### config.mk
export PLATFORM = sky130hd
export DESIGN_NAME = sy_ppl_mdu_iss
export DESIGN_NICKNAME = d
export VERILOG_FILES = /design/src/rtl/sy_ppl_mdu_iss.sv
export SDC_FILE = /design/constraint.sdc
export NUM_CORES = 1
export LEC_CHECK = 0
export ABC_CLOCK_PERIOD_IN_PS = 6600
export CAP_MARGIN = 25
export CORE_AREA = 2 2 228 230
export DETAILED_ROUTE_END_ITERATION = 10
export DIE_AREA = 0 0 230 232
export DONT_BUFFER_PORTS = 1
export PLACE_DENSITY = 0.64
export SKIP_LAST_GASP = 1
export SLEW_MARGIN = 20
export SYNTH_ARGS = -nofsm -noshare
export SYNTH_HDL_FRONTEND = slang
export SYNTH_SLANG_ARGS = --single-unit
### constraint.sdc
create_clock -name clk_i -period 6.6 [get_ports clk_i]
set_clock_uncertainty 0.2 [all_clocks]
set_input_delay 1.32 -clock clk_i [delete_from_list [all_inputs] [get_ports clk_i]]
set_output_delay 1.32 -clock clk_i [all_outputs]
set_load 0.03 [all_outputs]
### src/rtl/sy_ppl_mdu_iss.sv
// ---------------------------------------------------------------------------
// sy_ppl_mdu_iss -- in-order issue buffer and writeback-slot scheduler that
// sits in front of the MDU execute unit.
//
// Dispatch pushes MUL/MULH/DIV/REM micro-ops into a small FIFO. The head op
// is issued only when the MDU's single shared writeback slot is free at the
// op's completion cycle (tracked by the reservation vector resv) and, for
// divides, when the divider can take a new op. The MDU gives multiply
// priority on the writeback port, so this scheduling keeps a divide result
// from being dropped.
//
// Optional feature (compile-time macro SY_MDU_ISS_BYPASS_EN):
//   defined   - an op arriving at an empty FIFO that can issue right away
//               goes straight to the MDU in the same cycle and is not stored.
//   undefined - every op goes through the FIFO; there is no combinational
//               path from dis_* to mdu_*.
//
// Ports:
//   clk_i, rst_ni            clock, synchronous active-low reset
//   flush_i                  pipeline flush (empties buffer and reservations)
//   dis_vld_i / dis_rdy_o    dispatch handshake
//   dis_*_i                  dispatched op fields
//   div_busy_i               divider busy, from the MDU
//   mdu_en_o                 issue strobe to the MDU
//   mdu_*_o                  fields of the op being issued
//   iss_empty_o, iss_cnt_o   FIFO status
// ---------------------------------------------------------------------------
package sy_ppl_mdu_pkg;
    typedef enum logic [1:0] {
        MDU_MUL  = 2'd0,
        MDU_MULH = 2'd1,
        MDU_DIV  = 2'd2,
        MDU_REM  = 2'd3
    } mdu_opcode_e;
endpackage

module sy_ppl_mdu_iss
    import sy_ppl_mdu_pkg::*;
#(
    parameter int DEPTH       = 4,
    parameter int MUL_LAT     = 4,
    parameter int DIV_LAT     = 21,
    parameter int WIN         = DIV_LAT + 1,
    parameter int DWTH        = 64,
    parameter int PHY_REG_WTH = 6,
    parameter int ROB_WTH     = 5
) (
    input  logic                       clk_i,
    input  logic                       rst_ni,
    input  logic                       flush_i,
    input  logic                       dis_vld_i,
    output logic                       dis_rdy_o,
    input  mdu_opcode_e                dis_opcode_i,
    input  logic                       dis_rs1_sign_i,
    input  logic                       dis_rs2_sign_i,
    input  logic [DWTH-1:0]            dis_rs1_data_i,
    input  logic [DWTH-1:0]            dis_rs2_data_i,
    input  logic [PHY_REG_WTH-1:0]     dis_rdst_idx_i,
    input  logic                       dis_is_32_i,
    input  logic [ROB_WTH-1:0]         dis_rob_idx_i,
    input  logic                       div_busy_i,
    output logic                       mdu_en_o,
    output mdu_opcode_e                mdu_opcode_o,
    output logic                       mdu_rs1_sign_o,
    output logic                       mdu_rs2_sign_o,
    output logic [DWTH-1:0]            mdu_rs1_data_o,
    output logic [DWTH-1:0]            mdu_rs2_data_o,
    output logic [PHY_REG_WTH-1:0]     mdu_rdst_idx_o,
    output logic                       mdu_is_32_o,
    output logic [ROB_WTH-1:0]         mdu_rob_idx_o,
    output logic                       iss_empty_o,
    output logic [$clog2(DEPTH):0]     iss_cnt_o
);
    localparam int PTR_W = $clog2(DEPTH);
    localparam int CNT_W = PTR_W + 1;

    typedef struct packed {
        mdu_opcode_e            opcode;
        logic                   rs1_sign;
        logic                   rs2_sign;
        logic [DWTH-1:0]        rs1_data;
        logic [DWTH-1:0]        rs2_data;
        logic [PHY_REG_WTH-1:0] rdst_idx;
        logic                   is_32;
        logic [ROB_WTH-1:0]     rob_idx;
    } entry_t;

    entry_t             mem [DEPTH];
    logic [PTR_W-1:0]   wr_ptr, rd_ptr;
    logic [CNT_W-1:0]   cnt;
    logic [WIN-1:0]     resv;
    logic               div_pend;

    entry_t             dis_entry, head, iss_entry;
    logic               head_vld, head_ok, byp_fire, iss_fire, push, pop;
    logic [WIN-1:0]     book;

    function automatic logic is_div(input mdu_opcode_e op);
        return (op == MDU_DIV) || (op == MDU_REM);
    endfunction

    // Slot check: resv[k] means the writeback port is taken k cycles from now.
    function automatic logic can_issue(input mdu_opcode_e op, input logic [WIN-1:0] rv,
                                       input logic busy, input logic pend);
        if (is_div(op))
            return !rv[DIV_LAT] && !busy && !pend;
        else
            return !rv[MUL_LAT];
    endfunction

    // NOTE: every signal assigned in this block gets a default first, so no latch can form.
    always_comb begin
        dis_entry = '{opcode:   dis_opcode_i,   rs1_sign: dis_rs1_sign_i,
                      rs2_sign: dis_rs2_sign_i, rs1_data: dis_rs1_data_i,
                      rs2_data: dis_rs2_data_i, rdst_idx: dis_rdst_idx_i,
                      is_32:    dis_is_32_i,    rob_idx:  dis_rob_idx_i};
        head      = mem[rd_ptr];
        head_vld  = (cnt != '0);
        head_ok   = head_vld && can_issue(head.opcode, resv, div_busy_i, div_pend);
`ifdef SY_MDU_ISS_BYPASS_EN
        byp_fire  = !flush_i && !head_vld && dis_vld_i
                    && can_issue(dis_opcode_i, resv, div_busy_i, div_pend);
`else
        byp_fire  = 1'b0;
`endif
        pop       = !flush_i && head_ok;
        iss_fire  = pop || byp_fire;
        push      = !flush_i && dis_vld_i && dis_rdy_o && !byp_fire;

        // Payload reads zero when nothing is held or bypassing.
        iss_entry = '0;
        if (head_vld)
            iss_entry = head;
`ifdef SY_MDU_ISS_BYPASS_EN
        else if (byp_fire)
            iss_entry = dis_entry;
`endif

        // Booking for next cycle: completion is L cycles away now, L-1 then.
        book = '0;
        if (iss_fire) begin
            if (is_div(iss_entry.opcode))
                book[DIV_LAT-1] = 1'b1;
            else
                book[MUL_LAT-1] = 1'b1;
        end
    end

    // Ready depends on the registered count only; a same-cycle pop does not help.
    assign dis_rdy_o      = (cnt != CNT_W'(DEPTH));
    assign mdu_en_o       = iss_fire;
    assign iss_empty_o    = !head_vld;
    assign iss_cnt_o      = cnt;
    assign mdu_opcode_o   = iss_entry.opcode;
    assign mdu_rs1_sign_o = iss_entry.rs1_sign;
    assign mdu_rs2_sign_o = iss_entry.rs2_sign;
    assign mdu_rs1_data_o = iss_entry.rs1_data;
    assign mdu_rs2_data_o = iss_entry.rs2_data;
    assign mdu_rdst_idx_o = iss_entry.rdst_idx;
    assign mdu_is_32_o    = iss_entry.is_32;
    assign mdu_rob_idx_o  = iss_entry.rob_idx;

    // NOTE: state uses non-blocking assignments so all registers update together at the edge.
    always_ff @(posedge clk_i) begin
        if (!rst_ni || flush_i) begin
            wr_ptr   <= '0;
            rd_ptr   <= '0;
            cnt      <= '0;
            resv     <= '0;
            div_pend <= 1'b0;
        end else begin
            if (push) wr_ptr <= wr_ptr + PTR_W'(1);
            if (pop)  rd_ptr <= rd_ptr + PTR_W'(1);
            unique case ({push, pop})
                2'b10:   cnt <= cnt + CNT_W'(1);
                2'b01:   cnt <= cnt - CNT_W'(1);
                default: cnt <= cnt;
            endcase
            resv     <= (resv >> 1) | book;
            // Covers the cycle before div_busy_i rises after a divide issue.
            div_pend <= iss_fire && is_div(iss_entry.opcode);
        end
    end

    // NOTE: the entry storage has no reset; validity comes from cnt and the pointers.
    always_ff @(posedge clk_i) begin
        if (push) mem[wr_ptr] <= dis_entry;
    end

endmodule
Word-level counts from Yosys, hierarchy flattened. Memories as Yosys holds them, arrays and structs flattened. A register that Yosys moved wholly into a read port is not among the register bits. Cells that the tools add are included.

Bits in latches: 0. Flip-flop bits (word level): 30. Logic and storage cells: 48. Memory bits (read-only): 0. Output and inout bits: 150. Memories: 1. Memory bits (writable): 576.

Divide/modulo/power cells: 0. Magnitude comparators: 0. $mul: 0. Multiplexer cells: 11. Add/subtract/negate cells: 4. Bitwise operators: 1. Equal/unequal tests: 7. Reductions and logical operators: 19. Shift operators: 0.

Memory list: mem (depth 4, bits a word 144, read ports 1, clocked after memory_dff 1, write ports 1, line 88) `entry_t mem [DEPTH];`.

Operators by type and width (count): $mux W144 (1); $or A21 B21 Y21 (1); $eq A2 B2 Y1 const B (5); $logic_and A1 B1 Y1 (7); $logic_not A1 Y1 (7); $mux W1 (7); $pmux W3 S2 (1); $add A2 B1 Y2 const B (2); $mux W2 (2); $add A3 B1 Y3 const B (1); $logic_or A1 B1 Y1 (3); $ne A3 B3 Y1 const B (1); $reduce_bool A3 Y1 (1); $sub A3 B1 Y3 const B (1); $eq A2 B1 Y1 const B (1); $reduce_bool A2 Y1 (1).

Longest topological paths before layout.
Depth in word-level cells: 8. Mapped depth: 10. Mapped depth without buffers: 10.

Worst setup path before layout. OpenSTA, ideal clock, no wires.

Kind: in2reg. Start: input port dis_vld_i. End: memory mem[0][0] (netlist name) (enable). Required time: 5.879 ns. Arrival: 4.918 ns. Stages on the path: 3. Slack: 0.961 ns. Setup time: 0.521 ns. Path buffers: 0. Cell sequence: nand2_1 -> nor2_1 -> and2_1.

Cells in the longest elaborated chain, start to end: 4.

RTL lines: start, declared (line 51) `input logic dis_vld_i,`; $logic_and A1 B1 Y1 (2 in series) (line 128) `push = !flush_i && dis_vld_i && dis_rdy_o && !byp_fire;`; $mux W1 (line 187) `if (push) mem[wr_ptr] <= dis_entry;`; $mux W1 (not written as such) (line 187); end, declared (line 88).

No other way between the ends.

==> results by group <==
Power
  – Cell area power density: 303 mW/mm²
  – Overall Power: 7680 µW
  – Pleak: 0.00760 µW
  – Worst vdd ir: ~230 µV

Global routing
  – First-pass GRT wire length: 64400 µm
  – Initial antenna violation count: 0
  – GRT met1 Usage: 0.201
  – GRT Util Overall: 0.161
  – Largest net degree at the start of global routing: 125
  – M2 GR Usage: 0.262
  – Total grt overflow: 0
  – M3 GR Usage: 0.0645
  – GRT busiest layer: met2
  – Vias in the first global route: slightly above 10000

Synthesis
  – Cell taking the most area after synthesis: edfxtp_1
  – Synth Area in Simple Gates: 0.0512
  – Syn. warnings: 0
  – Post-synthesis sequential area ratio: 0.788
  – Syn Nets: 1161
  – Mapped Avg Cell Area: 22.5 µm²
  – Yosys reg bits: 602
  – Post-synth cell types: 31
  – Synth top area share: 0.765
  – Largest family of logic cells by synthesized area: multiplexers
  – Top post-synthesis cells by area: edfxtp_1 76%, mux4_2 14%, nor2b_1 4.0%, dfxtp_1 2.3%, and2_1 0.55%
  – Mux share of post-synthesis cell area: 0.143
  – Synthesized netlist cell count: slightly above 1000
  – Area share of xor/xnor cells in the synthesized design: 0.00116
  – Fraction of the mapped netlist area in adder cells: 0.00365
  – Mapped cell area: around 0.023 mm²
  – Synth Area in Compound Gates: 0.00266

Cells and area
  – Nets@finish: 1188
  – Fill count: 4056
  – Layout cells sized above 1: 0.229
  – Synth-to-Final Area Change: 12.1%
  – N_diodes: 0

Run status
  – Outcome: finished clean

Worst setup path
  – Buf/Inv on CP: 1
  – Worst EP required: 5.08 ns
  – CP delay by family, top: flip-flops
  – Critical path's slowest cell: dfxtp_4
  – Startpoint types: flop
  – CP Class: reg2out
  – CP arrival: 2.89 ns
  – CP peak stage delay: 0.88 ns
  – Cell Chain, Critical Path: buf_12 > mux4_2 > nor2b_1
  – Setup crit end kind: primary output
  – CP max FO: 68

Drt
  – Via count: between 9000 and 10000
  – DRT Pass-1 Iters: 4
  – DR vias/cell: approximately 5.4
  – Routed Antenna Nets: 0
  – Routed len/inst: 24.5 µm
  – DRC Markers: 0
  – Initial DRC Count: 582
  – WL final: 43100 µm

Placed design
  – Worst slack at placement: 2.73 ns
  – Number of port buffers: 0
  – Gpl congestion: 0.722
  – Detailed Place HPWL: between 20000 and 30000 µm

Flow run
  – Number of max-cap violations: 0

Die
  – Die Footprint: 0.0534 mm²
  – Standard-cell rows: a little over 80
  – Die Width: 230 µm
  – Ports: roughly 300
  – Core Region: 0.0509 mm²
  – Die height: 232 µm
  – Initial Util: 0.445

Clocking
  – # hold bufs at CTS: 0
  – Total setup buffers inserted after CTS: 0
  – Clock Latency Late Sink: 0.61 ns
  – CTS tree: built
  – CTS sink cnt: 602
  – CTS buffer count: between 50 and 60
  – Clk root buf: clkbuf_16
  – Clock slew at reported path FFs: 0.06 ns
  – # H-tree levels: 2
  – CTS Buffer Depth: 3
  – Post-CTS Resized: 0

STA
  – Final hold vios: 0
  – Setup Viol. Count Final: 0
  – Slew HR: 0.429
  – RSZ-0062 raised after global routing: false
  – Setup ws final: 2.19 ns
  – Worst Max-Slew Pin Slew: 0.857 ns
  – Fin. max-slew vios: 0
  – Final Cycle Share: 0.668
  – Fin crit period: 4.41 ns
  – Final TNS setup: 0 ns
  – Achievable frequency: approximately 230 MHz

Hold path
  – Worst Hold Launch: resv[15]$_SDFF_PP0_
  – Hold Crit Class: reg2reg
sequential cells by signal, summed over array words and instances (netlist names), named ones only:
name       cells
mem          576
resv          16
iss_cnt_o      3
rd_ptr         2
wr_ptr         2
div_pend       1
cell type report:
type | count | area (µm²) | area share
Inverter | 6 | 22.5 | 0.000888
Tap cell | 680 | 851 | 0.0336
Clock buffer | 78 | 1590 | 0.0627
Timing Repair Buffer | 16 | 240 | 0.00948
Clock inverter | 30 | 235 | 0.00928
Multi-Input combinational cell | 349 | 4580 | 0.181
Sequential cell | 602 | 17800 | 0.703
worst register-to-register path, delay by kind of cell, from the launching register on:
| family | cells | cell delay [ns] |
|---|---|---|
| muxes | 1 | 0.62 |
| AOI/OAI and AO/OA | 2 | 0.50 |
| xor gates and xnor gates | 1 | 0.15 |
| and+or+nand+nor | 2 | 0.52 |
| adders and majority gates | 2 | 0.63 |
| DFF | 1 | 0.59 |
| buffers and inverters | 2 | 0.37 |
placed cells by master, fill, tap and decap left out, types with 3 or more instances in the layout:
cell / count
and2_4: 4
clkinv_1: 15
dfxtp_1: 24
bufinv_16: 4
ha_1: 5
clkinv_2: 10
and2_1: 16
mux4_2: 144
nor2b_1: 145
nor2_1: 7
buf_12: 8
clkbuf_1: 17
inv_1: 6
a21oi_1: 3
edfxtp_1: 576
clkbuf_16: 61
buf_4: 7
cells in the mapped netlist (all sizes together):
cell	count
xnor2	1
or4b	1
nor3	1
o21a	2
nor2	7
fa	1
and2	20
a21o	1
or3	1
and3	2
buf	21
xor2	2
clkbuf	28
a31o	1
o21ai	1
nor2b	145
nand3	2
nand2	2
ha	5
a21oi	4
inv	6
or4	1
mux4	144
edfxtp	576
nor4	1
dfxtp	26
or3b	2
nand2b	2
cell families (layout without fill, tap and decap cells):
kind of cell,Yosys count,in the layout
and+or+nand+nor,187,187
muxes,144,144
buffers and inverters,55,130
adders and majority gates,6,6
DFF,602,602
AOI/OAI and AO/OA,9,9
xor gates and xnor gates,3,3
per-stage QoR:
step | utilization | hold slack [ns] | instance area, µm² | std cells
floorplan | - | 0.206 | 22600 | 1006
global placement | 0.462 | 0.210 | 23500 | 1652
detailed placement | 0.462 | 0.215 | 23500 | 1653
CTS | 0.498 | 0.229 | 25300 | 1761
global route | 0.498 | 0.242 | 25300 | 1761
finish | 0.498 | 0.225 | 25300 | 1761
where the power goes:
group / switching, µW / internal, µW / total (µW)
Clock: 1330 / 1830 / 3170
Combinational: 167 / 76.5 / 243
Sequential: 15.0 / 4250 / 4270
Total: 1510 / 6170 / 7680
worst paths after layout:
| check | endpoint | slack [ns] | cells past startpoint |
|---|---|---|---|
| worst max-delay path | mdu_rob_idx_o[1] | 2.19 | 3 |
| worst min-delay path | resv[14]$_SDFF_PP0_ | 0.23 | 1 |
| worst max register to register | iss_cnt_o[2]$_SDFFE_PP0P_ | 2.95 | 10 |
| worst min register to register | resv[14]$_SDFF_PP0_ | 0.23 | 1 |
layer usage:
layer / part of all wire / vias to the layer above / wire length (µm)
met1: 0.40 / 5086 / 17400
met5: 0 / - / 0
li1: - / 4129 / -
met4: 0.022 / 0 / 945
met2: 0.49 / 263 / 21200
met3: 0.085 / 75 / 3650
Note: power is estimated with default switching activity, not from simulation.
